--- config.mk ---
export PLATFORM = sky130hd
export DESIGN_NAME = aha_soc_reset_ctrl
export DESIGN_NICKNAME = d
export VERILOG_FILES = /design/src/rtl/aha_soc_reset_ctrl.sv
export SDC_FILE = /design/constraint.sdc
export NUM_CORES = 1
export LEC_CHECK = 0
export ABC_CLOCK_PERIOD_IN_PS = 2410
export CORE_UTILIZATION = 60
export CTS_BUF_LIST = sky130_fd_sc_hd__clkbuf_8
export DETAILED_ROUTE_END_ITERATION = 6
export PLACE_DENSITY = 0.84
export RECOVER_POWER = 100
export REMOVE_ABC_BUFFERS = 1
export SLEW_MARGIN = 20
export SYNTH_ARGS = -nofsm -noshare
export SYNTH_HDL_FRONTEND = slang
export SYNTH_SLANG_ARGS = --single-unit
export TNS_END_PERCENT = 5
--- constraint.sdc ---
create_clock -name MASTER_CLK -period 2.41 [get_ports MASTER_CLK]
set_input_delay 0.482 -clock MASTER_CLK [delete_from_list [all_inputs] [get_ports MASTER_CLK]]
set_output_delay 0.482 -clock MASTER_CLK [all_outputs]
set_load 0.1 [all_outputs]
--- src/rtl/aha_soc_reset_ctrl.sv ---
// aha_soc_reset_ctrl
// Reset and power-handshake controller feeding the CM3 integration block.
// It sequences CPU_PORESETn, CPU_SYSRESETn and DAP_RESETn from the power-on
// reset. It also services system-reset, lockup, debug-reset and debug
// power-up requests with timed pulses and 4-phase acknowledges.
//
// Ports:
//   MASTER_CLK      sole clock
//   PORESET         power-on reset, asynchronous, active-high
//   SYSRESETREQ     core system reset request (level)
//   LOCKUP          core lockup indication (level)
//   DBGRSTREQ       debug reset request
//   DBGPWRUPREQ     debug power-up request
//   DBGSYSPWRUPREQ  system power-up request from debug
//   CPU_PORESETn    core power-on reset, active-low
//   CPU_SYSRESETn   core system reset, active-low
//   DAP_RESETn      DAP reset, active-low
//   DBGRSTACK       debug reset acknowledge
//   DBGPWRUPACK     debug power-up acknowledge
//   DBGSYSPWRUPACK  system power-up acknowledge
//   RESET_CAUSE     last reset cause: 00 POR, 01 SYSRESETREQ, 10 LOCKUP
//
// Main FSM:
//   state   | meaning
//   POR     | counting out the power-on delay, everything held in reset
//   POR_SYS | core/DAP released, system reset released on the next edge
//   RUN     | normal operation, watching for system reset triggers
//   SYS_RST | CPU_SYSRESETn pulse in progress
//
// Debug reset FSM:
//   state   | meaning
//   D_IDLE  | waiting for DBGRSTREQ
//   D_RST   | DAP_RESETn pulse in progress
//   D_ACK   | DBGRSTACK high, waiting for DBGRSTREQ to drop

module aha_soc_reset_ctrl #(
  parameter int POR_CYCLES     = 16,
  parameter int SYS_RST_CYCLES = 8,
  parameter int DBG_RST_CYCLES = 8,
  parameter int PWRUP_DELAY    = 4,
  parameter bit LOCKUP_RST_EN  = 1'b0
) (
  input  logic       MASTER_CLK,
  input  logic       PORESET,
  input  logic       SYSRESETREQ,
  input  logic       LOCKUP,
  input  logic       DBGRSTREQ,
  input  logic       DBGPWRUPREQ,
  input  logic       DBGSYSPWRUPREQ,
  output logic       CPU_PORESETn,
  output logic       CPU_SYSRESETn,
  output logic       DAP_RESETn,
  output logic       DBGRSTACK,
  output logic       DBGPWRUPACK,
  output logic       DBGSYSPWRUPACK,
  output logic [1:0] RESET_CAUSE
);

  typedef enum logic [1:0] {POR, POR_SYS, RUN, SYS_RST} main_state_t;
  typedef enum logic [1:0] {D_IDLE, D_RST, D_ACK} dbg_state_t;

  // Terminal counts: the counters start at 0, so the N-th edge sees N-1.
  localparam logic [7:0] POR_TC = 8'(POR_CYCLES - 1);
  localparam logic [7:0] SYS_TC = 8'(SYS_RST_CYCLES - 1);
  localparam logic [7:0] DBG_TC = 8'(DBG_RST_CYCLES - 1);
  localparam logic [7:0] PWR_TC = 8'(PWRUP_DELAY - 1);

  main_state_t     main_q, main_d;
  dbg_state_t      dbg_q, dbg_d;
  logic [7:0]      main_cnt_q, main_cnt_d;
  logic [7:0]      dbg_cnt_q, dbg_cnt_d;
  logic            porn_q, porn_d;
  logic            sysn_q, sysn_d;
  logic            dapn_q, dapn_d;
  logic            rack_q, rack_d;
  logic [1:0]      cause_q, cause_d;
  logic [1:0]      pwr_req;
  logic [1:0]      pwr_ack_q, pwr_ack_d;
  logic [1:0][7:0] pwr_cnt_q, pwr_cnt_d;
  logic            trigger;

  function automatic logic [7:0] sat_inc(input logic [7:0] v);
    return (v == 8'hFF) ? v : v + 8'd1;
  endfunction

  assign trigger = SYSRESETREQ | (LOCKUP & LOCKUP_RST_EN);
  assign pwr_req = {DBGSYSPWRUPREQ, DBGPWRUPREQ};

  always_ff @(posedge MASTER_CLK or posedge PORESET) begin
    if (PORESET) begin
      main_q     <= POR;
      dbg_q      <= D_IDLE;
      main_cnt_q <= 8'd0;
      dbg_cnt_q  <= 8'd0;
      porn_q     <= 1'b0;
      sysn_q     <= 1'b0;
      dapn_q     <= 1'b0;
      rack_q     <= 1'b0;
      cause_q    <= 2'b00;
      pwr_ack_q  <= 2'b00;
      pwr_cnt_q  <= '0;
    end else begin
      main_q     <= main_d;
      dbg_q      <= dbg_d;
      main_cnt_q <= main_cnt_d;
      dbg_cnt_q  <= dbg_cnt_d;
      porn_q     <= porn_d;
      sysn_q     <= sysn_d;
      dapn_q     <= dapn_d;
      rack_q     <= rack_d;
      cause_q    <= cause_d;
      pwr_ack_q  <= pwr_ack_d;
      pwr_cnt_q  <= pwr_cnt_d;
    end
  end

  always_comb begin
    main_d     = main_q;
    main_cnt_d = main_cnt_q;
    porn_d     = porn_q;
    sysn_d     = sysn_q;
    cause_d    = cause_q;
    dapn_d     = dapn_q;
    dbg_d      = dbg_q;
    dbg_cnt_d  = dbg_cnt_q;
    rack_d     = rack_q;

    case (main_q)
      POR: begin
        if (main_cnt_q == POR_TC) begin
          porn_d     = 1'b1;
          dapn_d     = 1'b1;
          main_cnt_d = 8'd0;
          main_d     = POR_SYS;
        end else begin
          main_cnt_d = sat_inc(main_cnt_q);
        end
      end
      POR_SYS: begin
        sysn_d = 1'b1;
        main_d = RUN;
      end
      RUN: begin
        if (trigger) begin
          sysn_d     = 1'b0;
          cause_d    = SYSRESETREQ ? 2'b01 : 2'b10;
          main_cnt_d = 8'd0;
          main_d     = SYS_RST;
        end
      end
      SYS_RST: begin
        // Requests are not sampled here; a held trigger is seen again in RUN,
        // giving at least one high cycle between pulses.
        if (main_cnt_q == SYS_TC) begin
          sysn_d     = 1'b1;
          main_cnt_d = 8'd0;
          main_d     = RUN;
        end else begin
          main_cnt_d = sat_inc(main_cnt_q);
        end
      end
      default: main_d = POR;
    endcase

    // The debug FSM owns DAP_RESETn only once the power-on sequence is done.
    if (main_q != POR) begin
      case (dbg_q)
        D_IDLE: begin
          if (DBGRSTREQ) begin
            dapn_d    = 1'b0;
            dbg_cnt_d = 8'd0;
            dbg_d     = D_RST;
          end
        end
        D_RST: begin
          if (dbg_cnt_q == DBG_TC) begin
            dapn_d    = 1'b1;
            rack_d    = 1'b1;
            dbg_cnt_d = 8'd0;
            dbg_d     = D_ACK;
          end else begin
            dbg_cnt_d = sat_inc(dbg_cnt_q);
          end
        end
        D_ACK: begin
          if (!DBGRSTREQ) begin
            rack_d = 1'b0;
            dbg_d  = D_IDLE;
          end
        end
        default: dbg_d = D_IDLE;
      endcase
    end
  end

  // Power-up channels: ack follows req only after a run of PWRUP_DELAY
  // consecutive mismatch cycles, so short req glitches are filtered out.
  always_comb begin
    pwr_ack_d = pwr_ack_q;
    pwr_cnt_d = pwr_cnt_q;
    for (int i = 0; i < 2; i++) begin
      if (main_q == POR) begin
        pwr_ack_d[i] = 1'b0;
        pwr_cnt_d[i] = 8'd0;
      end else if (pwr_req[i] == pwr_ack_q[i]) begin
        pwr_cnt_d[i] = 8'd0;
      end else if (pwr_cnt_q[i] == PWR_TC) begin
        pwr_ack_d[i] = pwr_req[i];
        pwr_cnt_d[i] = 8'd0;
      end else begin
        pwr_cnt_d[i] = sat_inc(pwr_cnt_q[i]);
      end
    end
  end

  assign CPU_PORESETn   = porn_q;
  assign CPU_SYSRESETn  = sysn_q;
  assign DAP_RESETn     = dapn_q;
  assign DBGRSTACK      = rack_q;
  assign DBGPWRUPACK    = pwr_ack_q[0];
  assign DBGSYSPWRUPACK = pwr_ack_q[1];
  assign RESET_CAUSE    = cause_q;

endmodule
=== After elaboration in Yosys (flattened, before gate mapping) ===
Cells that the tools add are included.

* $add $sub $neg: 4
* Eq/ne operators: 27
* Multiplexer cells: 43
* Reduce and logical (&&, ||, !) cells: 19

{| class="wikitable"
|+ Operator list
! cell !! number
|-
| $mux W8 || 15
|-
| $add A8 B1 Y8 const B || 4
|-
| $eq A8 B8 Y1 const B || 4
|-
| $pmux W8 S3 || 1
|-
| $eq A8 B2 Y1 const B || 2
|-
| $eq A8 B3 Y1 const B || 2
|-
| $ne A2 B2 Y1 const B || 8
|-
| $pmux W8 S2 || 1
|-
| $mux W1 || 15
|-
| $mux W2 || 6
|-
| $reduce_and A4 Y1 || 3
|-
| $reduce_and A2 Y1 || 5
|-
| $reduce_bool A2 Y1 || 5
|-
| $eq A8 B4 Y1 const B || 1
|-
| $ne A4 B4 Y1 const B || 2
|-
| $pmux W2 S4 || 1
|-
| $eq A2 B2 Y1 const B || 3
|-
| $pmux W2 S3 || 1
|-
| $reduce_and A3 Y1 || 2
|-
| $reduce_bool A3 Y1 || 2
|-
| $eq A2 B1 Y1 const B || 2
|-
| $logic_not A2 Y1 || 2
|-
| $pmux W1 S2 || 2
|-
| $ne A3 B3 Y1 const B || 1
|-
| other kinds (2) || 3
|}

* Flip-flop bits (word level): 43
* Output and inout port bits: 8

=== Longest topological paths before layout ===
* Word-level depth: 6
* Gate-level depth with buffers: 6
* Gate-level depth less buffers: 5

=== Worst setup path after synthesis ===
Ideal clock, no wire load.

* Path type: flip-flop to flip-flop
* Start point: reg pwr_ack_q[0]
* End point: reg pwr_cnt_q[3] (netlist bit)
* Library setup time: 0.066 ns
* Data arrival time: 1.897 ns
* Required time: 2.344 ns
* Path slack: 0.447 ns
* Stages on the path, launching flop included: 5
* Buffers on the path: 0
* Clock period less this slack: 1.963 ns
* Cell sequence: dfrtp_1 > xnor2_1 > a211o_1 > a2111o_1 > nand2_1

* Word-level cells in the longest chain between the ends: 3

{| class="wikitable"
|+ RTL lines
! item !! line !! source
|-
| start: declaration || 78 || <nowiki>logic [1:0] pwr_ack_q, pwr_ack_d;</nowiki>
|-
| start signal: assignment || 112 || <nowiki>pwr_ack_q <= pwr_ack_d;</nowiki>
|-
| $eq A1 B1 Y1 * || 205 || <nowiki>end else if (pwr_req[i] == pwr_ack_q[i]) begin</nowiki>
|-
| $mux W8 || 205 ||
|-
| $mux W8 || 202 || <nowiki>if (main_q == POR) begin</nowiki>
|-
| end signal: assignment || 113 || <nowiki>pwr_cnt_q <= pwr_cnt_d;</nowiki>
|-
| end: declaration || 79 || <nowiki>logic [1:0][7:0] pwr_cnt_q, pwr_cnt_d;</nowiki>
|}

Mark *: on every way between the ends. The rest lies on a longest branch, timed or not.
A chain may end at the register's enable or synchronous reset.

=== Worst setup path in the final report ===
* Start point: reg dbg_cnt_q[7]
* End point: reg dbg_q[0]

* Word-level cells in the longest chain between the ends: 3

{| class="wikitable"
|+ RTL lines
! item !! line !! source
|-
| start: declaration || 71 || <nowiki>logic [7:0] dbg_cnt_q, dbg_cnt_d;</nowiki>
|-
| start signal: assignment || 106 || <nowiki>dbg_cnt_q <= dbg_cnt_d;</nowiki>
|-
| $eq A8 B3 Y1 || 176 || <nowiki>if (dbg_cnt_q == DBG_TC) begin</nowiki>
|-
| $ne A2 B2 Y1 (no line) || -- ||
|-
| $reduce_and A4 Y1 (no line) || -- ||
|-
| end signal: assignment || 104 || <nowiki>dbg_q <= dbg_d;</nowiki>
|-
| end: declaration || 69 || <nowiki>dbg_state_t dbg_q, dbg_d;</nowiki>
|}

Every way passes these cells.

==> results.txt <==
----------------------------------------------------
[Place]
  Number of placed instances with taps included ... 312
  Half-perimeter wire length of the detailed placement result ... about 3400 um
  Count of buffers inserted at the top-level ports ... 12
  Global placer's final weighted congestion ... roughly 0.87
  DP Worst Slack ... about 0.12 ns
  Area after detailed placement ... 2530 um2

[Layout]
  Commonest cells after routing, fill and taps aside ... sky130_fd_sc_hd__dfrtp_1 (43), sky130_fd_sc_hd__nand2_1 (23), sky130_fd_sc_hd__a21oi_1 (22)
  Non-filler cells in the finished layout ... roughly 320
  Area Overhead vs Synth ... 7.64%
  Share of cells above drive strength 1 ... 0.0517
  Most common library cell in the layout ignoring fill and taps ... sky130_fd_sc_hd__dfrtp_1
  Layout Utilization ... 0.687
  Antenna cell count ... 0
  Final net count ... 282
  Final cell area excluding filler cells ... 2570 um2

[Synth]
  Mean Syn Cell Area ... 9.19 um2
  Flip-flop cell with the highest count after synthesis ... sky130_fd_sc_hd__dfrtp_1
  Basic-gate share of the synthesized area counting and, or, nand and nor cells ... 0.265
  Flip-flop and latch count after synthesis ... 43
  Dominant combinational cell family by area after synthesis ... simple AND/OR/NAND/NOR gates
  Mapped Area ... 2390 um2
  Portion of the post-synthesis area used by sequential elements ... 0.450
  Xor and xnor area share after synthesis ... 0.0220
  Asr flop ratio synth ... 1.00
  Synth cell types ... 56
  Synthesized-area fraction occupied by ao, oa, aoi and oai cells ... 0.179
  Proportion of synthesized area in mux cells ... 0.0293
  Count of synthesis-stage warnings from yosys ... 0
  Adder-cell share of the synthesized area ... 0.0209
  EDFF count, synth ... 0
  Gate count after technology mapping ... 260

[Critical path]
  CP startpoint kind ... register
  Count of cells along the worst register-to-register path ... 4
  CP Class ... register to register
  CP peak stage delay ... 0.56 ns
  Arrival time of the worst setup path ... 2.27 ns
  Crit path cell chain ... or4_1, nor3_1, o21ai_0, a22o_1
  Slowest cell on crit path ... sky130_fd_sc_hd__or4_1
  Type of element capturing the critical path ... register
  Critical-path maximum fanout ... 7
  Critical path required time ... 2.60 ns

[Drt]
  Number of violations reported at the end of detailed-routing iteration 0 ... 170
  DRC violations left ... 0
  Final routed wire length divided by cell count ... 15.5 um
  Final wirelength ... 4950 um
  Pre-Repair DR Iteration Count ... 5
  Via/cell ratio ... 6.24
  Detail Route Antenna Nets ... 0
  Total number of vias ... ~2000

[Timing]
  Post-Route Hold Slack ... 0.476 ns
  Setup repair after global routing missed its margin ... false
  Final hold violation count ... 0
  Final-report setup violation count ... 0
  Final period demand of the worst path ... 2.09 ns
  Min setup slack post-route ... 0.324 ns
  Pin slew with the least headroom to its limit ... around 1.2 ns
  Setup Total Neg Slack ... 0 ns
  Max-slew violation count ... 0
  Period utilization ... 0.865
  Max transition margin ... 0.228
  Clock skew ... 0.00557 ns
  Fmax achieved ... 0.479 GHz

[Global route]
  Wire length of the first global-routing pass ... around 8600 um
  Number of antenna violations at the first check in global routing ... 0
  Met2 track demand over resource in global routing ... 0.447
  Via count of the first global-routing pass ... 2008
  GR Util met1 ... 0.331
  All-Layer GR Usage ... 0.262
  Layer with the highest usage after global routing ... met2
  Maximum number of pins on one net before global-route repair ... 44
  Fraction of met3 tracks used by global routing ... 0.0434
  GR Overflow Total ... 0

[Floorplan]
  Die Width ... about 65 um
  Overall die area ... approximately 4200 um2
  Number of top-level pins ... 15
  Floorplan die height ... 65.1 um
  Core box area ... 3740 um2
  Initial cell density of the core ... 0.638
  Cell Rows ... 22

[Clock network]
  Maximum buffer depth of the clock tree ... 2
  Clock Root Buffer ... sky130_fd_sc_hd__clkbuf_8
  Number of clock buffers inserted by TritonCTS ... 5
  Clock net sink count ... 43
  Skew-Pair Late Insertion Delay ... about 0.30 ns
  H-tree depth ... 2
  Count of hold buffers inserted by post-cts repair ... 0
  Number of buffers inserted to repair setup after CTS ... 0
  CTS-repair resized insts ... 0
  Clock tree from TritonCTS ... yes
  Clock transition at the registers of the reported paths ... 0.08 ns

[Hold path]
  Path category of the worst min-delay check ... register to register
  Number of cells on the worst hold path ... 1

[Power]
  Power density of the placed cells ... 998 nW/um2
  Total power ... around 2.6 mW
  Static power due to leakage ... 1.09 nW
  Maximum ir drop on the vdd rail ... slightly below 0.8 mV

[Job]
  Max Cap Violations ... 0

[Run status]
  Status ... finished clean

----------------------------------------------------
[synth_stat cells (all sizes together), types with 5 or more instances]
cell type	n	area, um2
a21oi	22	110
and3	5	31.3
clkbuf	7	26.3
dfrtp	43	1080
inv	7	26.3
mux2i	7	70.1
nand2	23	86.3
nand3	13	65.1
nor2	19	76.3
nor3	18	95.1
o21ai	16	80.1
o31ai	7	52.6
or4	8	63.8
[cell type report]
cell class | count | area, um2
clock buffers | 6 | 82.6
clock inverters | 1 | 5.00
fillers | 314 | 1170
inverters | 7 | 26.3
multi-input cells | 199 | 1230
flip-flops and latches | 43 | 1080
well taps | 48 | 60.1
repair buffers | 15 | 92.6
[metal layers]
layer	share of wire	vias to the layer above
met4	0.012	0
met1	0.46	944
li1	-	989
met2	0.50	48
met5	0	-
met3	0.033	8
[registers in the layout, indices dropped and copies added, names as in the netlist]
signal	flops
DBGRSTACK	1
RESET_CAUSE	1
pwr_ack_q	2
CPU_SYSRESETn	1
main_cnt_q	8
main_q	2
dbg_q	2
dbg_cnt_q	8
pwr_cnt_q	16
DAP_RESETn	1
CPU_PORESETn	1
[final timing paths]
| check | slack (ns) | from | endpoint |
|---|---|---|---|
| max | 0.32 | dbg_cnt_q[7] | dbg_q[0] |
| min | 0.48 | RESET_CAUSE[0] | RESET_CAUSE[0] |
| max reg2reg | 0.32 | dbg_cnt_q[7] | dbg_q[0] |
| min reg2reg | 0.48 | RESET_CAUSE[0] | RESET_CAUSE[0] |
| max in group asynchronous | 0.83 | PORESET | dbg_cnt_q[6] |
| min in group asynchronous | 0.95 | PORESET | CPU_SYSRESETn |
[kinds of logic after synthesis]
kind of cell / Yosys count
flip-flops: 43
AO/OA/AOI/OAI: 67
AND/OR/NAND/NOR: 114
multiplexers: 7
adder cells (fa/ha/maj): 4
other: 1
XOR/XNOR: 6
buffers and inverters: 18
[power breakdown]
| part | leakage, nW | switching (mW) | internal, mW | total (mW) |
|---|---|---|---|---|
| logic | 0.483 | 0.692 | 0.326 | 1.02 |
| clock network | 0.0470 | 0.243 | 0.225 | 0.468 |
| registers | 0.556 | 0.199 | 0.883 | 1.08 |
[critical path: cells and delay by family, from the launching register on]
kind,cells,cell delay [ns]
AOI/OAI and AO/OA,2,0.42
DFF,1,0.43
and+or+nand+nor,2,1.12
No activity file was read; power rests on OpenSTA's default activity.
